File: src/rtl/nand3_seq_pkg.sv
// Shared definitions for the NAND3 vector sequencer: FSM states, last
// vector index and the golden NAND3 function.
package nand3_seq_pkg;

    typedef enum logic [1:0] {
        ST_IDLE,
        ST_SETTLE,
        ST_CHECK,
        ST_DONE
    } seq_state_t;

    localparam logic [2:0] VEC_LAST = 3'd7;

    // Expected NAND3 response for vector {a,b,c}.
    function automatic logic nand3_exp(input logic [2:0] v);
        return ~(&v);
    endfunction

endpackage

File: src/rtl/nand3_ref.sv
// Combinational golden model of a 3-input NAND; vec = {a,b,c}.
module nand3_ref
    import nand3_seq_pkg::*;
(
    input  logic [2:0] vec,
    output logic       exp
);

    // Golden response for the applied vector.
    always_comb begin
        exp = nand3_exp(vec);
    end

endmodule

File: src/rtl/nand3_vector_sequencer.sv
// Sequenced self-check of a 3-input NAND with two redundant outputs (d, e).
// Walks {a,b,c} = 000..111, waits SETTLE_CYCLES+1 cycles per vector, then
// compares d/e against the golden model and counts failing vectors.
// Optional build macro NAND3_SEQ_STOP_ON_ERR_EN: stop at the first failing
// vector, holding it on a/b/c and vec_idx.
module nand3_vector_sequencer
    import nand3_seq_pkg::*;
#(
    parameter int unsigned SETTLE_CYCLES = 4,
    parameter int unsigned ERR_W         = 4
) (
    input  logic             clk,
    input  logic             rst,
    input  logic             start,
    output logic             a,
    output logic             b,
    output logic             c,
    input  logic             d,
    input  logic             e,
    output logic             busy,
    output logic             done,
    output logic             pass,
    output logic [ERR_W-1:0] err_count,
    output logic [2:0]       vec_idx
);

    localparam int unsigned CNT_W = (SETTLE_CYCLES > 0) ? $clog2(SETTLE_CYCLES + 1) : 1;
    localparam logic [CNT_W-1:0] CNT_LOAD = CNT_W'(SETTLE_CYCLES);

    seq_state_t       state, state_next;
    logic [CNT_W-1:0] cnt, cnt_next;
    logic [2:0]       vec_next;
    logic [ERR_W-1:0] err_next;
    logic             busy_next, done_next, pass_next;

    logic             exp_bit;
    logic             mismatch;
    logic [ERR_W-1:0] err_final;

    nand3_ref u_ref (
        .vec (vec_idx),
        .exp (exp_bit)
    );

    assign a = vec_idx[2];
    assign b = vec_idx[1];
    assign c = vec_idx[0];

    assign mismatch  = (d != exp_bit) || (e != exp_bit);
    assign err_final = mismatch ? err_count + ERR_W'(1) : err_count;

    // State and datapath registers; reset wins over any start.
    always_ff @(posedge clk) begin
        if (rst) begin
            state     <= ST_IDLE;
            cnt       <= '0;
            vec_idx   <= '0;
            err_count <= '0;
            busy      <= 1'b0;
            done      <= 1'b0;
            pass      <= 1'b0;
        end else begin
            state     <= state_next;
            cnt       <= cnt_next;
            vec_idx   <= vec_next;
            err_count <= err_next;
            busy      <= busy_next;
            done      <= done_next;
            pass      <= pass_next;
        end
    end

    // Next-state and next-output logic for the sweep.
    always_comb begin
        state_next = state;
        cnt_next   = cnt;
        vec_next   = vec_idx;
        err_next   = err_count;
        busy_next  = busy;
        done_next  = done;
        pass_next  = pass;

        case (state)
            ST_IDLE, ST_DONE: begin
                if (start) begin
                    vec_next   = '0;
                    err_next   = '0;
                    done_next  = 1'b0;
                    pass_next  = 1'b0;
                    busy_next  = 1'b1;
                    cnt_next   = CNT_LOAD;
                    state_next = ST_SETTLE;
                end
            end
            ST_SETTLE: begin
                if (cnt == '0) begin
                    state_next = ST_CHECK;
                end else begin
                    cnt_next = cnt - CNT_W'(1);
                end
            end
            ST_CHECK: begin
                err_next = err_final;
`ifdef NAND3_SEQ_STOP_ON_ERR_EN
                if (mismatch || vec_idx == VEC_LAST) begin
`else
                if (vec_idx == VEC_LAST) begin
`endif
                    // pass reflects the count including this last check.
                    busy_next  = 1'b0;
                    done_next  = 1'b1;
                    pass_next  = (err_final == '0);
                    state_next = ST_DONE;
                end else begin
                    vec_next   = vec_idx + 3'd1;
                    cnt_next   = CNT_LOAD;
                    state_next = ST_SETTLE;
                end
            end
            default: begin
                state_next = ST_IDLE;
            end
        endcase
    end

endmodule

File: config.mk
export PLATFORM = sky130hd
export DESIGN_NAME = nand3_vector_sequencer
export DESIGN_NICKNAME = d
export VERILOG_FILES = /design/src/rtl/nand3_seq_pkg.sv /design/src/rtl/nand3_ref.sv /design/src/rtl/nand3_vector_sequencer.sv
export SDC_FILE = /design/constraint.sdc
export NUM_CORES = 1
export LEC_CHECK = 0
export CORE_MARGIN = 3
export CORE_UTILIZATION = 55
export DETAILED_ROUTE_END_ITERATION = 7
export GPL_TIMING_DRIVEN = 0
export PLACE_DENSITY = 0.87
export SLEW_MARGIN = 25
export SYNTH_ARGS = -nofsm -noshare
export SYNTH_HDL_FRONTEND = slang
export SYNTH_HIERARCHICAL = 1
export SYNTH_SLANG_ARGS = --single-unit
File: constraint.sdc
create_clock -name clk -period 5.5 [get_ports clk]
set_clock_uncertainty 0.2 [all_clocks]
set_input_delay 1.375 -clock clk [delete_from_list [all_inputs] [get_ports clk]]
set_output_delay 1.375 -clock clk [all_outputs]
set_load 0.02 [all_outputs]
Word-level counts from Yosys, hierarchy flattened
Cells that the tools add are included.
{"block": "word_totals", "memories": 0, "out_inout_bits": 13, "register_bits": 15, "wordCells": 56, "rom_bits": 0, "mem_bits_rw": 0, "input_bits": 5, "latch_bits": 0}
{"block": "classes", "add_sub_neg": 3, "magnitude_cmp": 0, "eq_ne": 11, "n_reduce_logical": 12, "n_bitwise": 1, "mul": 0, "div_mod_pow": 0, "mux": 22, "shift": 0}
{"cell": "$mux W3", "count": 5}
{"cell": "$reduce_and A3 Y1", "count": 4}
{"cell": "$ne A2 B2 Y1 const B", "count": 5}
{"cell": "$pmux W3 S3", "count": 1}
{"cell": "$mux W4", "count": 2}
{"cell": "$pmux W4 S2", "count": 1}
{"cell": "$mux W2", "count": 3}
{"cell": "$pmux W1 S2", "count": 3}
{"cell": "$pmux W2 S3", "count": 1}
{"cell": "$pmux W3 S2", "count": 1}
{"cell": "$mux W1", "count": 5}
{"cell": "$add A4 B1 Y4 const B", "count": 1}
{"cell": "$eq A2 B2 Y1 const B", "count": 2}
{"cell": "$logic_not A4 Y1", "count": 1}
{"cell": "$reduce_and A2 Y1", "count": 2}
{"cell": "$add A3 B1 Y3 const B", "count": 1}
{"cell": "$eq A3 B3 Y1 const B", "count": 1}
{"cell": "$logic_not A3 Y1", "count": 1}
{"cell": "$sub A3 B1 Y3 const B", "count": 1}
{"cell": "$eq A2 B1 Y1 const B", "count": 1}
{"cell": "$logic_not A2 Y1", "count": 1}
{"cell": "$ne A1 B1 Y1", "count": 2}
{"cell": "$reduce_bool A2 Y1", "count": 1}
{"cell": "$reduce_or A2 Y1", "count": 1}
{"cell": "other kinds (2)", "count": 2}

Longest topological paths before layout
{"block": "logic_depth", "word_depth": 8, "mapped_depth": 7, "depth_no_buf": 6}

Cells and area by module
Netlist, hierarchy kept.
{"module": "nand3_vector_sequencer", "instances": 1, "area_each_um2": 1002.2, "cells_each": 129}
{"module": "nand3_ref", "instances": 1, "area_each_um2": 5.0, "cells_each": 1}

Least setup slack after synthesis
No wires, ideal clock.
{"block": "synth_timing", "kind": "input -> register", "startpoint": "input port d", "endpoint": "register pass", "setup_time_ns": 0.127, "path_slack_ns": 2.879, "stages": 5, "n_path_buf": 1, "arrival_time_ns": 2.294, "cell_sequence": "or3_1 buf_6 and4_1 o221ai_2 o32ai_2"}
{"block": "synth_via", "elab_chain_cells": 6}
{"item": "from (decl)", "line": "nand3_vector_sequencer.sv:18", "source": "input logic d,"}
{"item": "$ne A1 B1 Y1", "line": "nand3_vector_sequencer.sv:49", "source": "assign mismatch = (d != exp_bit) || (e != exp_bit);"}
{"item": "$logic_or A1 B1 Y1", "line": "nand3_vector_sequencer.sv:49"}
{"item": "$mux W4", "line": "nand3_vector_sequencer.sv:50", "source": "assign err_final = mismatch ? err_count + ERR_W'(1) : err_count;"}
{"item": "$logic_not A4 Y1", "line": "nand3_vector_sequencer.sv:112", "source": "pass_next = (err_final == '0);"}
{"item": "$mux W1", "line": "nand3_vector_sequencer.sv:107", "source": "if (vec_idx == VEC_LAST) begin"}
{"item": "$pmux W1 S2", "line": "nand3_vector_sequencer.sv:83", "source": "case (state)"}
{"item": "to (signal assigned)", "line": "nand3_vector_sequencer.sv:69", "source": "pass <= pass_next;"}
{"item": "to (decl)", "line": "nand3_vector_sequencer.sv:22", "source": "output logic pass,"}
Every way passes these cells. The select of a mux whose other input is x is not followed.
A chain may end at the register's enable or synchronous reset.

Worst setup path after layout
{"block": "layout_timing", "startpoint": "register vec_idx[0]", "endpoint": "output port vec_idx[0]"}
{"item": "from (decl)", "line": "nand3_vector_sequencer.sv:24", "source": "output logic [2:0] vec_idx"}
{"item": "from (signal assigned)", "line": "nand3_vector_sequencer.sv:65", "source": "vec_idx <= vec_next;"}
No word-level cell between the ends.

==> results.yml <==
outcome:
  status: "finished clean"
placed_design:
  placed_area_um2: 1200
  dp_slack_ns: 2.34
  dp_hpwl_um: 1710
  gp_congestion: 0.911
  port_buffers: 16
  dpl.cell_count: 170
power:
  power_density_nw_per_um2: 237
  p_leak_nw: 0.450
  pwr-share-seq: 0.429
  p_clk_frac: 0.229
  vdd.ir_drop.worst_mv: 0.160
  internal_power_uw: 184
  power_frac_comb: 0.342
  p_sw_uw: 106
  sw_frac_of_total: 0.365
synth:
  synth_edf_count: 0
  avgSynthCellArea_um2: 7.75
  syn_nets: 143
  synthArstFlopShare: 0
  yosysWarnings: 6
  syn_area_um2: 1010
  synthFlopType: "dfxtp_1"
  syn_inst: 130
  synth-seq-cells: 15
  yosysSeqAreaShare: 0.298
  ys_types: 41
sta:
  setup-violations-final: 0
  period_needed_ns: 3.06
  finalCritPeriodShare: 0.555
  drv_slew: 0
  slew_headroom: 0.655
  worst_pin_slew_ns: 0.514
  fmaxAchievable_mhz: 327
  hold_violations: 0
  fin_tns_setup_ns: 0
  rsz0062_at_grt: "false"
  fin_ws_ns: 2.44
global_routing:
  antenna_found_initial: 0
  grt_first_pass_wirelength_um: 3980
  grt_pass1_vias: 888
  grt_max_degree: 11
  grt_usage: 0.211
  grt_overflow: 0
cts:
  clock_latency_ns: 0.29
  clock_path_buffers: 2
  cts-hold-fix-buffers: 0
  cts_htree_levels: 1
  cts_setup_buffers: 0
  cts.clk_slew.worst_paths_ns: 0.09
  cts.sinks: 15
  cts-root-buf: "clkbuf_4"
  postCtsResizedCells: 0
  cts_made_buffers: 3
  cts_tree: "yes"
setup_path:
  required_ns: 3.92
  worstSetupStartpointType: "flop"
  cp.arrival_ns: 1.48
  cp_max_fo: 7
  critical_path_class: "reg -> out"
  endpoint_kind: "primary output"
finish:
  mostFrequentLayoutCells: "16 x nand2_1, 16 x clkdlybuf4s50_1, 15 x dfxtp_1"
  nets: 164
  num_antenna_cells: 0
  drive_above_1_share: 0.0733
  utilization: 0.759
  final_area_um2: 1220
  syn_to_final_growth_pct: 21.5
  fillers: 123
  fin_cells: 174
floorplan:
  rows: 14
  die_h_um: 48.8
  pin_count: 18
  initial_utilization: 0.625
  core_um2: 1610
  die_area_um2: 2380
  die_width_um: 48.8
flow_run:
  max_cap_viol_count: 0
detailed_routing:
  dr.first_iter.drc_count: 28
  routed-via-count: 1004
  drt_pass1_iterations: 4
  post_drt_via_cell_ratio: 5.77
  wl_um: 2320
  wl_per_cell_um: 13.3
  ant_nets: 0
  drc: 0
hold_path:
  hold_class: "reg -> reg"
==> critical path, stage by stage (launching register included) <==
cell,delay [ns]
dfxtp_1,0.45
buf_4,0.15
clkdlybuf4s50_1,0.59
==> synthesized netlist by cell type, types with 2 or more instances <==
| library cell | instances | area (um2) |
|---|---|---|
| a21oi_1 | 11 | 55.1 |
| ha_1 | 8 | 100 |
| nand3_1 | 6 | 30.0 |
| nand3b_1 | 2 | 15.0 |
| clkbuf_1 | 5 | 18.8 |
| or3_1 | 3 | 18.8 |
| o21ai_0 | 2 | 10.0 |
| inv_1 | 8 | 30.0 |
| o31ai_1 | 2 | 15.0 |
| a31oi_1 | 5 | 31.3 |
| nor3_1 | 6 | 30.0 |
| o21ai_1 | 2 | 10.0 |
| nor2_1 | 7 | 26.3 |
| buf_4 | 3 | 22.5 |
| dfxtp_1 | 15 | 300 |
| nand2_1 | 16 | 60.1 |
| a22oi_1 | 2 | 15.0 |
| nand2b_1 | 4 | 25.0 |
==> area by class of cell <==
| class | instances | area [um2] | area share |
|---|---|---|---|
| plain buffers | 11 | 61.3 | 0.0501 |
| flip-flops and latches | 15 | 300 | 0.245 |
| inverters | 8 | 30.0 | 0.0245 |
| multi-input cells | 96 | 616 | 0.503 |
| well taps | 24 | 30.0 | 0.0245 |
| repair buffers | 16 | 160 | 0.131 |
| clock buffers | 4 | 26.3 | 0.0215 |
==> power groups by stage <==
| stage | Clock (mW) | Combinational [mW] | Sequential (mW) |
|---|---|---|---|
| after floorplan | 0 | 0.0706 | 0.128 |
| after global placement | 0 | 0.0941 | 0.126 |
| after detailed placement | 0 | 0.0970 | 0.127 |
| after CTS | 0.0691 | 0.0978 | 0.124 |
| after global routing | 0.0750 | 0.111 | 0.125 |
| final | 0.0662 | 0.0990 | 0.124 |
==> per-stage QoR <==
stage / total power, mW / hold slack (ns)
after floorplan: 0.198 / 0.232
after global placement: 0.220 / 0.243
after detailed placement: 0.224 / 0.267
after CTS: 0.291 / 0.281
after global routing: 0.311 / 0.305
final: 0.289 / 0.277
==> metal layers <==
metal	global-route usage	vias to the layer above	part of all wire
met5	0	-	0
met4	0.0995	0	0.018
met3	0.0489	5	0.070
met2	0.319	42	0.46
met1	0.281	452	0.45
li1	-	505	-
==> registers in the layout (all words and copies together) (netlist names) <==
name	cells
pass	1
done	1
err_count	4
cnt	3
busy	1
vec_idx	3
state	2
==> cells by family (layout without fill, tap and decap cells) <==
logic type,count (synthesis),in the layout,synth area share
AO/OA/AOI/OAI,34,34,0.235
AND/OR/NAND/NOR,53,53,0.268
flip-flops,15,15,0.298
adder cells (fa/ha/maj),8,8,0.0994
XOR/XNOR,1,1,0.00870
buffers and inverters,19,39,0.0907
==> final timing paths <==
path / startpoint / endpoint / slack (ns) / cells past startpoint
max: vec_idx[0] / vec_idx[0] / 2.44 / 2
min: cnt[0] / cnt[0] / 0.28 / 2
max reg2reg: vec_idx[0] / pass / 3.37 / 7
min reg2reg: cnt[0] / cnt[0] / 0.28 / 2
Power figures use the tool's default switching activity.
